===== src/rtl/alu_exec_if.sv =====
`default_nettype none
// ============================================================================
//  Module      : alu_exec_if
//  Description : Request/result bundle between the operand-mux stage and the
//                execute-stage ALU. The master drives the request, the slave
//                (the ALU) returns the registered result, flags and handshake.
//  Revision    : 1.0  initial release
// ============================================================================
interface alu_exec_if #(
    parameter int WIDTH = 16
);
    logic             start;
    logic [3:0]       op;
    logic [WIDTH-1:0] a;
    logic [WIDTH-1:0] src;
    logic [WIDTH-1:0] result;
    logic             flag_z;
    logic             flag_s;
    logic             flag_c;
    logic             flag_v;
    logic             busy;
    logic             done;

    modport master (
        output start, op, a, src,
        input  result, flag_z, flag_s, flag_c, flag_v, busy, done
    );

    modport slave (
        input  start, op, a, src,
        output result, flag_z, flag_s, flag_c, flag_v, busy, done
    );
endinterface
`default_nettype wire


===== src/rtl/alu_exec.sv =====
`default_nettype none
// ============================================================================
//  Module      : alu_exec
//  Description : 16-bit execute-stage ALU. Add/sub/logic/move/compare finish
//                in one cycle; shifts run on a 1-bit-per-cycle shifter with a
//                busy/done handshake. Result and NZCV flags are registered.
//  Revision    : 1.0  initial release
// ============================================================================
module alu_exec #(
    parameter int WIDTH   = 16,
    parameter int SHAMT_W = 4
) (
    input  wire logic   clk,
    input  wire logic   rst_n,
    alu_exec_if.slave   bus
);

    localparam logic [3:0] c_OP_ADD = 4'd0;
    localparam logic [3:0] c_OP_SUB = 4'd1;
    localparam logic [3:0] c_OP_AND = 4'd2;
    localparam logic [3:0] c_OP_OR  = 4'd3;
    localparam logic [3:0] c_OP_XOR = 4'd4;
    localparam logic [3:0] c_OP_NOT = 4'd5;
    localparam logic [3:0] c_OP_MOV = 4'd6;
    localparam logic [3:0] c_OP_CMP = 4'd7;
    localparam logic [3:0] c_OP_SLL = 4'd8;
    localparam logic [3:0] c_OP_SRL = 4'd9;
    localparam logic [3:0] c_OP_SRA = 4'd10;

    localparam logic [SHAMT_W-1:0] c_ONE = SHAMT_W'(1);

    // Shift kind is op[1:0] for the three shift codes: 00 SLL, 01 SRL, 10 SRA
    localparam logic [1:0] c_K_SLL = 2'b00;
    localparam logic [1:0] c_K_SRL = 2'b01;
    localparam logic [1:0] c_K_SRA = 2'b10;

    typedef enum logic [0:0] {
        ST_IDLE  = 1'b0,
        ST_SHIFT = 1'b1
    } state_t;

    state_t             r_state;
    logic [WIDTH-1:0]   r_work;
    logic [SHAMT_W-1:0] r_cnt;
    logic [1:0]         r_kind;
    logic [WIDTH-1:0]   r_result;
    logic               r_z;
    logic               r_s;
    logic               r_c;
    logic               r_v;
    logic               r_busy;
    logic               r_done;

    logic [SHAMT_W-1:0] w_shamt;
    logic [WIDTH:0]     w_sum;
    logic [WIDTH:0]     w_dif;
    logic               w_add_v;
    logic               w_sub_v;
    logic [WIDTH:0]     w_first;
    logic [WIDTH:0]     w_step;
    logic               w_is_shift;
    logic               w_long;
    logic [WIDTH-1:0]   w_val;
    logic               w_c;
    logic               w_v;
    logic               w_wr_res;
    logic               w_wr_flg;

    // One shifter step: returns {bit shifted out, shifted value}
    function automatic logic [WIDTH:0] shift_once(input logic [1:0] kind,
                                                   input logic [WIDTH-1:0] v);
        logic [WIDTH:0] r;
        case (kind)
            c_K_SLL: r = {v[WIDTH-1], v[WIDTH-2:0], 1'b0};
            c_K_SRL: r = {v[0], 1'b0, v[WIDTH-1:1]};
            c_K_SRA: r = {v[0], v[WIDTH-1], v[WIDTH-1:1]};
            default: r = {1'b0, v};
        endcase
        return r;
    endfunction

    assign w_shamt    = bus.src[SHAMT_W-1:0];
    assign w_sum      = {1'b0, bus.a} + {1'b0, bus.src};
    // Top bit of the 17-bit difference is the borrow: set iff a < src unsigned
    assign w_dif      = {1'b0, bus.a} - {1'b0, bus.src};
    assign w_add_v    = (bus.a[WIDTH-1] == bus.src[WIDTH-1]) &&
                        (w_sum[WIDTH-1] != bus.a[WIDTH-1]);
    assign w_sub_v    = (bus.a[WIDTH-1] != bus.src[WIDTH-1]) &&
                        (w_dif[WIDTH-1] != bus.a[WIDTH-1]);
    assign w_first    = shift_once(bus.op[1:0], bus.a);
    assign w_step     = shift_once(r_kind, r_work);
    assign w_is_shift = (bus.op == c_OP_SLL) || (bus.op == c_OP_SRL) ||
                        (bus.op == c_OP_SRA);
    // Shifts of 0 or 1 bit complete in the accepting cycle like any other op
    assign w_long     = w_is_shift && (w_shamt > c_ONE);

    // Single-cycle datapath: value, C/V and which registers the op updates
    always_comb begin
        w_val    = '0;
        w_c      = 1'b0;
        w_v      = 1'b0;
        w_wr_res = 1'b0;
        w_wr_flg = 1'b0;
        case (bus.op)
            c_OP_ADD: begin
                w_val    = w_sum[WIDTH-1:0];
                w_c      = w_sum[WIDTH];
                w_v      = w_add_v;
                w_wr_res = 1'b1;
                w_wr_flg = 1'b1;
            end
            c_OP_SUB: begin
                w_val    = w_dif[WIDTH-1:0];
                w_c      = w_dif[WIDTH];
                w_v      = w_sub_v;
                w_wr_res = 1'b1;
                w_wr_flg = 1'b1;
            end
            c_OP_AND, c_OP_OR, c_OP_XOR, c_OP_NOT, c_OP_MOV: begin
                case (bus.op)
                    c_OP_AND: w_val = bus.a & bus.src;
                    c_OP_OR:  w_val = bus.a | bus.src;
                    c_OP_XOR: w_val = bus.a ^ bus.src;
                    c_OP_NOT: w_val = ~bus.a;
                    default:  w_val = bus.src;
                endcase
                w_wr_res = 1'b1;
                w_wr_flg = 1'b1;
            end
            c_OP_CMP: begin
                w_val    = w_dif[WIDTH-1:0];
                w_c      = w_dif[WIDTH];
                w_v      = w_sub_v;
                w_wr_flg = 1'b1;
            end
            c_OP_SLL, c_OP_SRL, c_OP_SRA: begin
                if (w_shamt == '0) begin
                    w_val = bus.a;
                    w_c   = 1'b0;
                end else begin
                    w_val = w_first[WIDTH-1:0];
                    w_c   = w_first[WIDTH];
                end
                w_wr_res = 1'b1;
                w_wr_flg = 1'b1;
            end
            default: begin
                // Reserved codes leave result and flags untouched
                w_wr_res = 1'b0;
                w_wr_flg = 1'b0;
            end
        endcase
    end

    // Control FSM, shifter and registered result/flags/handshake
    always_ff @(posedge clk or negedge rst_n) begin
        if (!rst_n) begin
            r_state  <= ST_IDLE;
            r_work   <= '0;
            r_cnt    <= '0;
            r_kind   <= '0;
            r_result <= '0;
            r_z      <= 1'b0;
            r_s      <= 1'b0;
            r_c      <= 1'b0;
            r_v      <= 1'b0;
            r_busy   <= 1'b0;
            r_done   <= 1'b0;
        end else begin
            r_done <= 1'b0;
            case (r_state)
                ST_IDLE: begin
                    if (bus.start) begin
                        if (w_long) begin
                            // First shift happens on the accepting edge
                            r_work  <= w_first[WIDTH-1:0];
                            r_cnt   <= w_shamt - c_ONE;
                            r_kind  <= bus.op[1:0];
                            r_busy  <= 1'b1;
                            r_state <= ST_SHIFT;
                        end else begin
                            r_done <= 1'b1;
                            if (w_wr_res) begin
                                r_result <= w_val;
                            end
                            if (w_wr_flg) begin
                                r_z <= (w_val == '0);
                                r_s <= w_val[WIDTH-1];
                                r_c <= w_c;
                                r_v <= w_v;
                            end
                        end
                    end
                end
                ST_SHIFT: begin
                    r_work <= w_step[WIDTH-1:0];
                    r_cnt  <= r_cnt - c_ONE;
                    if (r_cnt == c_ONE) begin
                        r_result <= w_step[WIDTH-1:0];
                        r_z      <= (w_step[WIDTH-1:0] == '0);
                        r_s      <= w_step[WIDTH-1];
                        r_c      <= w_step[WIDTH];
                        r_v      <= 1'b0;
                        r_done   <= 1'b1;
                        r_busy   <= 1'b0;
                        r_state  <= ST_IDLE;
                    end
                end
                default: begin
                    r_busy  <= 1'b0;
                    r_state <= ST_IDLE;
                end
            endcase
        end
    end

    assign bus.result = r_result;
    assign bus.flag_z = r_z;
    assign bus.flag_s = r_s;
    assign bus.flag_c = r_c;
    assign bus.flag_v = r_v;
    assign bus.busy   = r_busy;
    assign bus.done   = r_done;

endmodule
`default_nettype wire


===== src/flat_wrapper.sv =====
// flat-port wrapper written by rule: the top's interface ports become plain ports
module alu_exec_flat 
#(
    parameter int WIDTH   = 16,
    parameter int SHAMT_W = 4
)
  (clk, rst_n, bus_start, bus_op, bus_a, bus_src, bus_result, bus_flag_z, bus_flag_s, bus_flag_c, bus_flag_v, bus_busy, bus_done);
  alu_exec_if #(.WIDTH(WIDTH)) bus_i ();
  input  wire logic clk;
  input  wire logic rst_n;
  input wire logic [$bits(bus_i.start)-1:0] bus_start;
  input wire logic [$bits(bus_i.op)-1:0] bus_op;
  input wire logic [$bits(bus_i.a)-1:0] bus_a;
  input wire logic [$bits(bus_i.src)-1:0] bus_src;
  output wire logic [$bits(bus_i.result)-1:0] bus_result;
  output wire logic [$bits(bus_i.flag_z)-1:0] bus_flag_z;
  output wire logic [$bits(bus_i.flag_s)-1:0] bus_flag_s;
  output wire logic [$bits(bus_i.flag_c)-1:0] bus_flag_c;
  output wire logic [$bits(bus_i.flag_v)-1:0] bus_flag_v;
  output wire logic [$bits(bus_i.busy)-1:0] bus_busy;
  output wire logic [$bits(bus_i.done)-1:0] bus_done;
  assign bus_i.start = bus_start;
  assign bus_i.op = bus_op;
  assign bus_i.a = bus_a;
  assign bus_i.src = bus_src;
  assign bus_result = bus_i.result;
  assign bus_flag_z = bus_i.flag_z;
  assign bus_flag_s = bus_i.flag_s;
  assign bus_flag_c = bus_i.flag_c;
  assign bus_flag_v = bus_i.flag_v;
  assign bus_busy = bus_i.busy;
  assign bus_done = bus_i.done;
  alu_exec #(.WIDTH(WIDTH), .SHAMT_W(SHAMT_W)) u_core (.clk(clk), .rst_n(rst_n), .bus(bus_i));
endmodule

===== config.mk =====
export PLATFORM = sky130hd
export DESIGN_NAME = alu_exec_flat
export DESIGN_NICKNAME = d
export VERILOG_FILES = /design/src/rtl/alu_exec_if.sv /design/src/rtl/alu_exec.sv /design/src/flat_wrapper.sv
export SDC_FILE = /design/constraint.sdc
export NUM_CORES = 1
export LEC_CHECK = 0
export BUFFER_PORTS_ARGS = -buffer_cell sky130_fd_sc_hd__buf_2
export CORE_MARGIN = 5
export CORE_UTILIZATION = 62
export DETAILED_ROUTE_END_ITERATION = 10
export HOLD_SLACK_MARGIN = 0.08
export PLACE_DENSITY_LB_ADDON = 0.3
export SETUP_SLACK_MARGIN = 0.5
export SLEW_MARGIN = 25
export SYNTH_ARGS = -nofsm -noshare
export SYNTH_HDL_FRONTEND = slang
export SYNTH_SLANG_ARGS = --single-unit
export TNS_END_PERCENT = 20

===== constraint.sdc =====
create_clock -name clk -period 2.9 [get_ports clk]
set_clock_uncertainty 0.1 [all_clocks]
set_input_delay 0.145 -clock clk [delete_from_list [all_inputs] [get_ports clk]]
set_output_delay 0.145 -clock clk [all_outputs]
set_load 0.005 [all_outputs]

==> results.txt <==
vias in the first global route -> 7,418
initial core utilization -> 63.1%
reg2reg path depth -> 7
Pleak -> 0.00365 uW
RePlAce Congestion -> 1.00
total global routing overflow -> 0
Final period util -> 93.7%
simple-gate share of the synthesized area -> 20.9%
commonest non-fill, non-tap cell in the layout -> buf_4
global-route usage over all layers -> 40.1%
RSZ-0062 raised after global routing -> true
mux contribution to synthesized area -> 4.79%
drt first pass iters -> 8
Post-Synth Adder-Cell Area -> 11.7%
Reg clk slew, reported paths -> 0.09 ns
Remaining DRCs -> 0
Antenna Cells -> 0
post-synthesis sequential area ratio -> 18.3%
M2 GR Usage -> 65.6%
max-cap violations -> 0
Max Fclk -> 368 MHz
async set-reset flop share out of synthesis -> 100%
HPWL reported at the end of detailed placement -> 18,000 um
Yosys reg bits -> 45
Compound-Gate Fraction of Synth Area -> 34.5%
Sink Count -> 45
Reg-to-Reg Start -> u_core.r_state
Post-Syn Area -> 6140 um^2
CTS buffer count -> 5
Main synth FF type -> dfrtp_1
aggregate routed wire length -> 24,500 um
layout cells sized above 1 -> 29.3%
IO Port Bufs -> 60
Setup TNS Final -> 0 ns
Iter 0 DRT Violations -> 1,242
Chip Height -> 110 um
critical path required time -> 3.04 ns
Final ANT Viol Nets -> 0
hold crit path type -> input pin to register
std cell rows -> 36
r2r setup slk -> 0.52 ns
initial antenna violation count -> 0
worst setup path endpoint -> u_core.bus.flag_z
EDFF count, synth -> 0
CP startpoint -> bus_src[1]
Yosys cell types -> 84
H-tree depth -> 2
Clk Latency, worst-skew pair -> 0.31 ns
worst hold slack -> 0.221 ns
core box area -> 9730 um^2
Avg WL per Cell -> 21.5 um
CP Max Fanout -> 5
Non-Filler Instances -> 1,140
slew margin rel. -> 58.4%
FF-to-FF End -> u_core.bus.flag_z
Vias/cell -> 6.85
Avg Cell Area, Syn -> 7.33 um^2
Die Area -> 12,000 um^2
Crit Path Class -> input pin to register
Post-Place Cells -> 1,116
largest family of logic cells by synthesized area -> compound AO/OA/AOI/OAI gates
critical path startpoint category -> input pin
crit path time final -> 2.72 ns
Area Overhead vs Synth -> 29.4%
Die W -> 110 um
io pins -> 61
Final nets -> 1,101
XOR/XNOR Fraction of Synth Area -> 1.71%
Ys Warns -> 0
CTS Root Cell -> clkbuf_8
Vias -> 7,804
CTS tree -> built
Mapped Cells -> 837
peak supply drop -> 0.514 mV
largest net degree at the start of global routing -> 46
Worst-Margin Slew -> 0.624 ns
status -> completed
nature of the critical path endpoint -> register
PwrDens -> 563 nW/um^2
commonest non-fill, non-tap cells in the layout -> buf_4, nor2_1, a21oi_1
syn_nets -> 932
met1 Use GR -> 49.8%
global route hottest layer -> met2
WP data arrival -> 2.86 ns
Max Slew Vio Count -> 0
first-pass GRT wire length -> 37,700 um
Final Hold Fails -> 0
final setup vio count -> 0
M3 GR Usage -> 7.52%
CTS max path bufs -> 2
critical path: stages:
cell and delay [ns]:
buf_8 0.08, clkinvlp_4 0.12, buf_6 0.14, buf_6 0.11, fa_2 0.37, mux2_4 0.29, a32oi_2 0.16, nor2_1 0.08
o21ai_1 0.18, nand4b_1 0.19, or4_4 0.55, nor4_4 0.17, nand4_1 0.15, o21ai_2 0.15
registers in the layout (all words and copies together), names as in the netlist:
signal	flops
u_core.bus.result	16
u_core.r_work	16
u_core.r_cnt	4
u_core.r_kind	2
u_core.bus.busy	1
u_core.bus.done	1
u_core.bus.flag_c	1
u_core.bus.flag_s	1
u_core.bus.flag_v	1
u_core.bus.flag_z	1
u_core.r_state	1
report_power, final:
| group | switching (uW) | internal, uW | leakage (uW) | total [uW] |
|---|---|---|---|---|
| sequential | 310 | 927 | 0.000539 | 1240 |
| clock | 227 | 167 | 0.0000439 | 394 |
| combinational | 1620 | 1230 | 0.00306 | 2840 |
| total | 2150 | 2320 | 0.00365 | 4470 |
cells in the mapped netlist, drive strengths merged, types with 15 or more instances:
cell / n / area [um^2]
clkbuf: 33 / 124
nand2b: 15 / 96.3
mux2i: 20 / 200
ha: 54 / 676
a211oi: 24 / 185
nor3: 17 / 85.1
a21oi: 80 / 400
o21ai: 77 / 385
dfrtp: 45 / 1130
nor2: 97 / 364
nand2: 69 / 259
o211ai: 21 / 158
o31ai: 16 / 120
inv: 55 / 206
buf: 25 / 159
logic make-up (layout without fill, tap and decap cells):
group	Yosys count	in the layout
compound gates	318	318
xor+xnor	12	12
fa+ha+maj	56	56
buf+inv	114	284
flops	45	45
mux	28	28
simple gates	264	264
repair_timing:
action / CTS / global route
cloned: 0 / 0
gates resized for setup: 41 / 36
pin swaps: 17 / 25
buffers inserted: 10 / 5
endpoints found under the setup margin: 13 / 20
endpoints found under the hold margin: 45 / 0
hold buffers: 1 / 0
through the flow:
step                power [uW]  instance area (um^2)  setup WS, ns  utilization [%]
floorplan                 2860                  6160         0.376                -
global placement          3730                  7430       -0.0705             76.4
detailed placement        3860                  7430        -0.196             76.4
CTS                       4300                  7740         0.300             79.5
global route              4800                  7940        0.0626             81.6
finish                    4470                  7940         0.183             81.6
worst min path at each step:
stage	start	end	slack (ns)	cells after the start
final	bus_start	u_core.bus.done	0.22	4
after global routing	bus_start	u_core.bus.done	0.28	4
after CTS	bus_start	u_core.bus.done	0.22	4
after detailed placement	rst_n	u_core.bus.result[9]	0.26	1
after global placement	rst_n	u_core.bus.result[1]	0.25	1
after floorplan	rst_n	u_core.bus.busy	-0.25	0
metal layers:
layer,vias to the layer above,wire length [um]
li1,3430,-
met1,3516,8790
met2,672,10800
met3,186,3030
met4,0,1790
met5,-,0
area by class of cell:
| type | count | area [um^2] |
|---|---|---|
| fillers | 646 | 1790 |
| clock buffers | 5 | 68.8 |
| well taps | 133 | 166 |
| repair buffers | 220 | 1540 |
| flip-flops and latches | 45 | 1130 |
| multi-input cells | 678 | 4800 |
| inverters | 56 | 216 |
| clock inverters | 3 | 17.5 |
Power figures use the tool's default switching activity.
